==> src/rtl/pb_rect_blitter.sv <==
// pb_rect_blitter: rectangle fill/outline/clear engine driving the pixel buffer write port, one pixel per clock.
module pb_rect_blitter #(
  parameter int ADDR_W  = 15,
  parameter int DATA_W  = 4,
  parameter int FB_W    = 160,
  parameter int FB_H    = 120,
  parameter int COORD_W = 8
) (
  input  logic               clk_clk,
  input  logic               reset_reset,
  input  logic               cmd_valid,
  output logic               cmd_ready,
  input  logic [COORD_W-1:0] cmd_x,
  input  logic [COORD_W-1:0] cmd_y,
  input  logic [COORD_W-1:0] cmd_w,
  input  logic [COORD_W-1:0] cmd_h,
  input  logic [DATA_W-1:0]  cmd_colour,
  input  logic [1:0]         cmd_mode,
  output logic               busy,
  output logic               done,
  output logic               err,
  output logic [ADDR_W-1:0]  pb_adr_export,
  output logic [DATA_W-1:0]  pb_data_export,
  output logic               pbuff_wren_export
);
  localparam int C_W  = COORD_W + 1;
  localparam int P_W  = C_W + $clog2(FB_W + 1);
  localparam int RB_W = (P_W > ADDR_W) ? P_W : ADDR_W;
  localparam logic [C_W-1:0]  FBW_C = C_W'(FB_W);
  localparam logic [C_W-1:0]  FBH_C = C_W'(FB_H);
  localparam logic [RB_W-1:0] FBW_R = RB_W'(FB_W);
  typedef enum logic [1:0] {IDLE, SETUP, RUN, DONE} state_t;
  state_t r_state, w_state_n;
  logic [COORD_W-1:0] r_cx, r_cy, r_cw, r_ch;
  logic [DATA_W-1:0]  r_colour, r_data;
  logic [1:0]         r_mode;
  logic [C_W-1:0]     r_x0, r_y0, r_xe, r_ye, r_x, r_y;
  logic [RB_W-1:0]    r_rb;
  logic [ADDR_W-1:0]  r_adr;
  logic               r_err, r_wren;
  logic               w_clear, w_skip, w_edge_row, w_row_end, w_last, w_load;
  logic [C_W-1:0]     w_sx0, w_sy0, w_sw, w_sh, w_nx, w_ny, w_px, w_py;
  logic [RB_W-1:0]    w_nrb, w_prb, w_pix_adr;
  always_comb begin
    w_clear    = r_mode == 2'd2;
    w_sx0      = w_clear ? '0 : C_W'(r_cx);
    w_sy0      = w_clear ? '0 : C_W'(r_cy);
    w_sw       = w_clear ? FBW_C : C_W'(r_cw);
    w_sh       = w_clear ? FBH_C : C_W'(r_ch);
    w_skip     = r_mode == 2'd3 || w_sw == '0 || w_sh == '0;
    w_edge_row = r_y == r_y0 || r_y == r_ye;
    w_row_end  = r_x == r_xe;
    w_last     = w_row_end && r_y == r_ye;
    // Outline interior rows jump straight from the left edge to the right edge.
    w_nx       = w_row_end ? r_x0 : (r_mode == 2'd1 && !w_edge_row) ? r_xe : r_x + 1'b1;
    w_ny       = w_row_end ? r_y + 1'b1 : r_y;
    w_nrb      = w_row_end ? r_rb + FBW_R : r_rb;
    w_px       = r_state == SETUP ? w_sx0 : w_nx;
    w_py       = r_state == SETUP ? w_sy0 : w_ny;
    w_prb      = r_state == SETUP ? RB_W'(w_sy0) * FBW_R : w_nrb;
    w_load     = (r_state == SETUP && !w_skip) || (r_state == RUN && !w_last);
    w_pix_adr  = w_prb + RB_W'(w_px);
    w_state_n  = r_state == IDLE  ? (cmd_valid ? SETUP : IDLE) :
                 r_state == SETUP ? (w_skip ? DONE : RUN) :
                 r_state == RUN   ? (w_last ? DONE : RUN) : IDLE;
  end
  always_ff @(posedge clk_clk or posedge reset_reset) begin
    if (reset_reset) begin
      r_state  <= IDLE;
      r_cx     <= '0;
      r_cy     <= '0;
      r_cw     <= '0;
      r_ch     <= '0;
      r_colour <= '0;
      r_mode   <= '0;
      r_x0     <= '0;
      r_y0     <= '0;
      r_xe     <= '0;
      r_ye     <= '0;
      r_x      <= '0;
      r_y      <= '0;
      r_rb     <= '0;
      r_err    <= 1'b0;
      r_adr    <= '0;
      r_data   <= '0;
      r_wren   <= 1'b0;
    end else begin
      r_state <= w_state_n;
      if (r_state == IDLE && cmd_valid) begin
        r_cx     <= cmd_x;
        r_cy     <= cmd_y;
        r_cw     <= cmd_w;
        r_ch     <= cmd_h;
        r_colour <= cmd_colour;
        r_mode   <= cmd_mode;
      end
      if (r_state == SETUP) begin
        r_x0  <= w_sx0;
        r_y0  <= w_sy0;
        r_xe  <= w_sx0 + w_sw - 1'b1;
        r_ye  <= w_sy0 + w_sh - 1'b1;
        r_err <= r_mode == 2'd3;
      end
      if (r_state == SETUP || r_state == RUN) begin
        r_x  <= w_px;
        r_y  <= w_py;
        r_rb <= w_prb;
      end
      r_wren <= w_load && w_px < FBW_C && w_py < FBH_C;
      if (w_load) begin
        r_adr  <= w_pix_adr[ADDR_W-1:0];
        r_data <= r_colour;
      end
    end
  end
  assign cmd_ready         = r_state == IDLE;
  assign busy              = r_state != IDLE;
  assign done              = r_state == DONE;
  assign err               = r_state == DONE && r_err;
  assign pb_adr_export     = r_adr;
  assign pb_data_export    = r_data;
  assign pbuff_wren_export = r_wren;
endmodule
==> config.mk <==
export PLATFORM = sky130hd
export DESIGN_NAME = pb_rect_blitter
export DESIGN_NICKNAME = d
export VERILOG_FILES = /design/src/rtl/pb_rect_blitter.sv
export SDC_FILE = /design/constraint.sdc
export NUM_CORES = 1
export LEC_CHECK = 0
export CORE_MARGIN = 8
export CORE_UTILIZATION = 40
export DETAILED_ROUTE_END_ITERATION = 10
export PLACE_DENSITY_LB_ADDON = 0.12
export SLEW_MARGIN = 30
export SYNTH_ARGS = -nofsm -noshare
export SYNTH_HDL_FRONTEND = slang
export SYNTH_SLANG_ARGS = --single-unit
==> constraint.sdc <==
create_clock -name clk_clk -period 5.9 [get_ports clk_clk]
set_input_delay 0.885 -clock clk_clk [delete_from_list [all_inputs] [get_ports clk_clk]]
set_output_delay 0.885 -clock clk_clk [all_outputs]
set_load 0.02 [all_outputs]
==> results.cfg, run 1 <==
[synth]
synth-compound-area-share = 0.0944
synthAdderAreaFrac = 0.103
synth_xor_area_frac = 0.0764
syn_area_um2 = 7790
seq_area_frac_synth = 0.411
synth_area_per_cell_um2 = 9.86
synthSimpleGateAreaFrac = 0.133
synth-edff-count = 0
synthMuxAreaShare = 0.134
synthFlopType = dfrtp_1
synth_cell_type_count = 51
synth-async-reset-ratio = 1.00
synthDominantCellAreaShare = 0.411
syn_nets = 893
synth_cells = 790
synth_warnings = 0
synth_seq_cells = 128
synth_top_family_by_area = multiplexers
synth_largest_area_cell = dfrtp_1
synth.area.top_cells = dfrtp_1, mux2_2, ha_1

[global_route]
first_global_vias = 5916
grt_max_degree = 67
grtUsageTotal = 0.157
grt_pass1_wl_um = 30200
overflow = 0
antenna_found_initial = 0

[clock_tree]
ctsResizeCount = 0
cts.sink_count = 128
cts.path.max_buffers = 2
clkLatencyLatePin_ns = 0.42
root_buffer = clkbuf_16
cts_tree = built
cts_made_buffers = 17
post_cts_buffers = 0
hold_buffers = 0
htree_levels = 4
path_clk_slew_ns = 0.06

[critical_path]
startpoint_type = register
max_stage_delay_ns = 0.52
r2r_start = r_y[6]
crit_path_end_kind = register
rr_worst_depth = 17
crit_type = register to register
startpoint = r_y[6]
reg2reg_slack_ns = 1.22
required_ns = 6.19
cp.arrival_ns = 4.97
crit_slowest_cell = or4_1
rr_endpoint = pb_adr_export[13]
crit_fanout = 6
path_cells = xnor2_1 -> nand3_1 -> or4_1 -> nand4b_1 -> buf_4 -> mux2_2 -> a21oi_1 -> inv_1 -> ha_1 -> a21o_1 -> a221o_1 -> o41ai_1 -> o21a_1 -> nor2_1 -> and4b_1 -> xnor2_1 -> a21oi_1
path_delay_family = compound AO/OA/AOI/OAI gates
crit_buf_inv = 2

[placed_design]
dp_hpwl_um = 13600
io_buffers = 64
gp_congestion = 0.867

[floorplanning]
ios = 65
start_util = 0.404
fp.dieArea_um2 = 24200
die_w_um = 156
die_y_um = 156
design.core.area_um2 = 19300
rows = 51

[sta]
worst_pin_slew_ns = 0.714
finalCritPeriodShare = 0.793
rsz0062_at_grt = no
finalCriticalPeriod_ns = 4.68
max_slew_margin = 0.524
final.setup_skew_ns = 0.00790
hold_viol = 0
setup_viol = 0
timing.fmax_mhz = 214
drv_slew = 0
fin_setup_tns_ns = 0

[final_layout]
drive_gt1_frac = 0.154
diodes = 0
final_nets = 956
syn_to_final_growth_pct = 19.9

[route]
wl_per_cell_um = 16.1
drtAntennaViolNets = 0
vias = 5728
wirelength_um = 18200
drc_errors = 0
dr.pass1.iters = 4
drt-initial-drc-count = 211
drt-vias-per-instance = 5.06

[hold_path]
worstHoldStart = r_rb[4]
hold_path.class = register to register
hold_depth = 1
holdPathEnd = r_rb[4]

[flow_run]
cap_violations = 0

[status]
status = completed
Yosys cell counts (2+ instances only):
library cell	instances
or4_4	2
and2_1	7
o21bai_1	7
nand2b_1	3
or2_2	2
nor3_1	10
nand2_1	79
nand3_1	13
dfrtp_1	128
nor2b_1	10
mux2i_1	12
a211oi_1	3
o21a_1	7
a21boi_0	2
or3b_2	2
inv_1	67
buf_1	4
o21ai_0	38
nor2_1	54
and3_1	7
clkbuf_1	25
a22o_1	2
o31a_1	3
a21oi_1	42
ha_1	58
xnor2_1	44
xor2_1	24
or4_1	2
nor4_1	11
o221ai_1	3
a21o_1	5
or3_1	3
mux2_2	82
buf_2	2
and4_1	2
fa_1	4
o211ai_1	2
nand4_1	6
per-stage QoR:
step | hold WS, ns | setup WS (ns) | instance area [µm²] | utilization | instances
after floorplan | 0.439 | 1.60 | 7790 | - | 790
after global placement | 0.454 | 1.30 | 8730 | 0.453 | 1099
after detailed placement | 0.463 | 1.23 | 8730 | 0.453 | 1099
after CTS | 0.480 | 1.20 | 9350 | 0.485 | 1131
after global routing | 0.509 | 0.980 | 9350 | 0.485 | 1131
final | 0.478 | 1.22 | 9350 | 0.485 | 1131
registers in the layout, indices dropped and copies added, names as in the netlist, 9 cells and up:
| register | cells |
|---|---|
| r_xe | 9 |
| r_rb | 15 |
| r_y | 9 |
| r_x | 9 |
| pb_adr_export | 15 |
| r_ye | 9 |
area by class of cell:
type / instances / area (µm²)
inverter: 68 / 258
sequential: 128 / 3200
clock buffer: 20 / 457
tap: 265 / 332
clock inverter: 12 / 156
multi-input combinational: 563 / 4220
fill: 1820 / 9920
timing repair buffer: 75 / 723
layer usage:
metal  wire length (µm)  share of wire  global-route usage
met1               9110           0.50               0.213
met3                776          0.043              0.0360
met2               7990           0.44               0.239
met4                335          0.018              0.0573
met5                  0              0                   0
worst register-to-register path, stage by stage, from the launching register on:
cell,delay [ns]
dfrtp_1,0.45
xnor2_1,0.20
nand3_1,0.11
or4_1,0.52
nand4b_1,0.33
buf_4,0.23
mux2_2,0.34
a21oi_1,0.33
inv_1,0.08
ha_1,0.30
a21o_1,0.20
a221o_1,0.31
o41ai_1,0.42
o21a_1,0.23
nor2_1,0.06
and4b_1,0.23
xnor2_1,0.13
a21oi_1,0.08
worst max path at each step:
stage               depth (start not counted)                end
finish                                     17  pb_adr_export[13]
global route                               17  pb_adr_export[13]
CTS                                        17  pb_adr_export[13]
detailed placement                         17  pb_adr_export[13]
global placement                           17  pb_adr_export[13]
floorplan                                   1   pb_adr_export[0]
cell families (layout without fill, tap and decap cells):
family,after synthesis,in the layout
AND/OR/NAND/NOR,217,217
AO/OA/AOI/OAI,122,122
flip-flops,128,128
multiplexers,94,94
adder cells (fa/ha/maj),62,62
XOR/XNOR,68,68
buffers and inverters,99,175
placed cells by master (no fill, tap or decap), types with 3 or more instances in the layout:
cell type	instances
and2_1	7
o221ai_1	3
nor3_1	10
nor4_1	11
nor2_1	54
o21a_1	7
mux2_2	82
a21oi_1	42
inv_1	66
buf_4	11
nor2b_1	10
dfrtp_1	128
or3_1	3
a211oi_1	3
nand2b_1	3
o21bai_1	7
xnor2_1	44
fa_1	4
nand4_1	6
ha_1	57
xor2_1	24
nand3_1	13
mux2i_1	12
o21ai_0	38
clkbuf_16	17
and3_1	7
inv_6	3
clkinvlp_4	4
bufinv_16	3
a21o_1	5
o31a_1	3
clkdlybuf4s50_1	64
nand2_1	79
Power of run 1 is left out: the tool's default activity adds up to more than one toggle a clock period on the data nets, which glitch-free logic cannot reach.
==> run 2: changes to the inputs <==
Clock period 5.9 ns to 4.48 ns, I/O delays scaled along.
==> run 2 against run 1 <==
Against the previous run: final cell count grew 1.2%; non-clock buffer count grew 14; register-to-register slack lost 0.97 ns; hold slack lost 0.0032 ns; maximum frequency grew 11%; flip-flop and latch count is the same.
==> results.cfg, run 2 (synthesis results as in run 1) <==
[critical_path]
path_cells = xnor2_1 -> nand3_1 -> or4_1 -> nand4b_1 -> buf_4 -> mux2i_1 -> o221ai_2 -> ha_1 -> inv_1 -> fa_1 -> nor2b_2 -> o31a_1 -> o31a_1 -> nor4_1 -> or4_4 -> and4bb_1 -> xnor2_1 -> a21oi_1
reg2reg_slack_ns = 0.25
startpoint_type = register
rr_endpoint = pb_adr_export[14]
cp.arrival_ns = 4.52
crit_buf_inv = 2
max_stage_delay_ns = 0.53
r2r_start = r_y[7]
path_delay_family = simple AND/OR/NAND/NOR gates
crit_fanout = 5
crit_path_end_kind = register
required_ns = 4.77
rr_worst_depth = 18
crit_type = register to register
crit_slowest_cell = or4_4

[clock_tree]
root_buffer = clkbuf_16
cts.sink_count = 128
clkLatencyLatePin_ns = 0.42
htree_levels = 4
path_clk_slew_ns = 0.06
cts_tree = built
cts_made_buffers = 17
cts.path.max_buffers = 2

[sta]
finalCriticalPeriod_ns = 4.23
setup_viol = 0
drv_slew = 0
timing.fmax_mhz = 236
hold_viol = 0
fin_setup_tns_ns = 0
final.setup_skew_ns = 0.0116
finalCritPeriodShare = 0.944
worst_pin_slew_ns = 0.637
max_slew_margin = 0.575
rsz0062_at_grt = no

[route]
drtAntennaViolNets = 0
vias = 5819
drt-vias-per-instance = 5.08
wirelength_um = 18400
drt-initial-drc-count = 311
wl_per_cell_um = 16.1
drc_errors = 0
dr.pass1.iters = 4

[final_layout]
layout_commonest_cell = dfrtp_1
diodes = 0
register_area_um2 = 3200
multi_input_area_um2 = 4240
drive_gt1_frac = 0.175
final_nets = 970
syn_to_final_growth_pct = 22.5
final_cell_mix = dfrtp_1, mux2_2, nand2_1, inv_1, clkdlybuf4s50_1
nFillCells = 1815

[placed_design]
dp_hpwl_um = 13800
io_buffers = 64
gp_congestion = 0.856

[global_route]
grt_max_degree = 67
overflow = 0
first_global_vias = 6070
antenna_found_initial = 0
grtUsageTotal = 0.158
grt_pass1_wl_um = 30500

[hold_path]
worstHoldStart = r_x0[7]
hold_depth = 2
holdPathEnd = r_x0[7]
hold_path.class = register to register

[floorplanning]
fp.dieArea_um2 = 24200
die_y_um = 156
ios = 65
rows = 51
start_util = 0.404
design.core.area_um2 = 19300
die_w_um = 156

[status]
status = completed

[flow_run]
cap_violations = 0
## run 2: cell types whose count changed in the layout (fill, tap and decap cells not counted), sizes merged
| cell | before | now |
|---|---|---|
| buf | 11 | 25 |
| bufinv | 3 | 5 |
| clkbuf | 20 | 18 |
| clkinv | 3 | 4 |
| clkinvlp | 4 | 2 |
| inv | 70 | 71 |
## run 2: worst reg2reg max path, delay by kind of cell, from the launching register on
family / cells / cell delay (ns)
multiplexers: 1 / 0.10
adder cells (fa/ha/maj): 2 / 0.63
XOR/XNOR: 2 / 0.29
flip-flops: 1 / 0.45
AO/OA/AOI/OAI: 4 / 0.63
buffers and inverters: 2 / 0.22
AND/OR/NAND/NOR: 7 / 1.80
## run 2: worst max path at each step
stage | from | cells after the start | to
6_report | r_y[7] | 18 | pb_adr_export[14]
5_1_grt | r_y[7] | 18 | pb_adr_export[13]
4_1_cts | r_y[7] | 18 | pb_adr_export[14]
3_5_place_dp | r_y[7] | 17 | pb_adr_export[14]
3_3_place_gp | r_y[7] | 17 | pb_adr_export[13]
2_1_floorplan | r_y[2] | 18 | pb_adr_export[13]
## run 2: layout make-up
type / count / area share
Inverter: 68 / 0.0270
Clock buffer: 18 / 0.0460
Sequential cell: 128 / 0.336
Clock inverter: 14 / 0.0237
Timing Repair Buffer: 89 / 0.0889
Multi-Input combinational cell: 563 / 0.444
Tap cell: 265 / 0.0347
## run 2: repair_timing
item / in CTS / in global routing
pin swaps: 0 / 1
gates resized for setup: 0 / 6
setup buffers: 2 / 0
hold buffers: 0 / 0
endpoints found under the setup margin: 1 / 4
## run 2: layer usage
layer | vias up | routed length, µm | GRT usage
met4 | 0 | 251 | 0.0462
met5 | - | 0 | 0
met1 | 2804 | 9030 | 0.215
li1 | 2871 | - | -
met2 | 120 | 8300 | 0.246
met3 | 24 | 804 | 0.0382
## run 2: stage by stage
stage	utilization	setup WS (ns)	area, µm²	hold WS [ns]	cells
floorplan	-	0.291	7790	0.439	790
global placement	0.457	0.184	8820	0.460	1110
detailed placement	0.458	0.0736	8820	0.464	1110
CTS	0.493	0.116	9500	0.479	1144
global route	0.495	0.0161	9550	0.501	1145
finish	0.495	0.249	9550	0.475	1145
Power of run 2 is left out for the same reason.
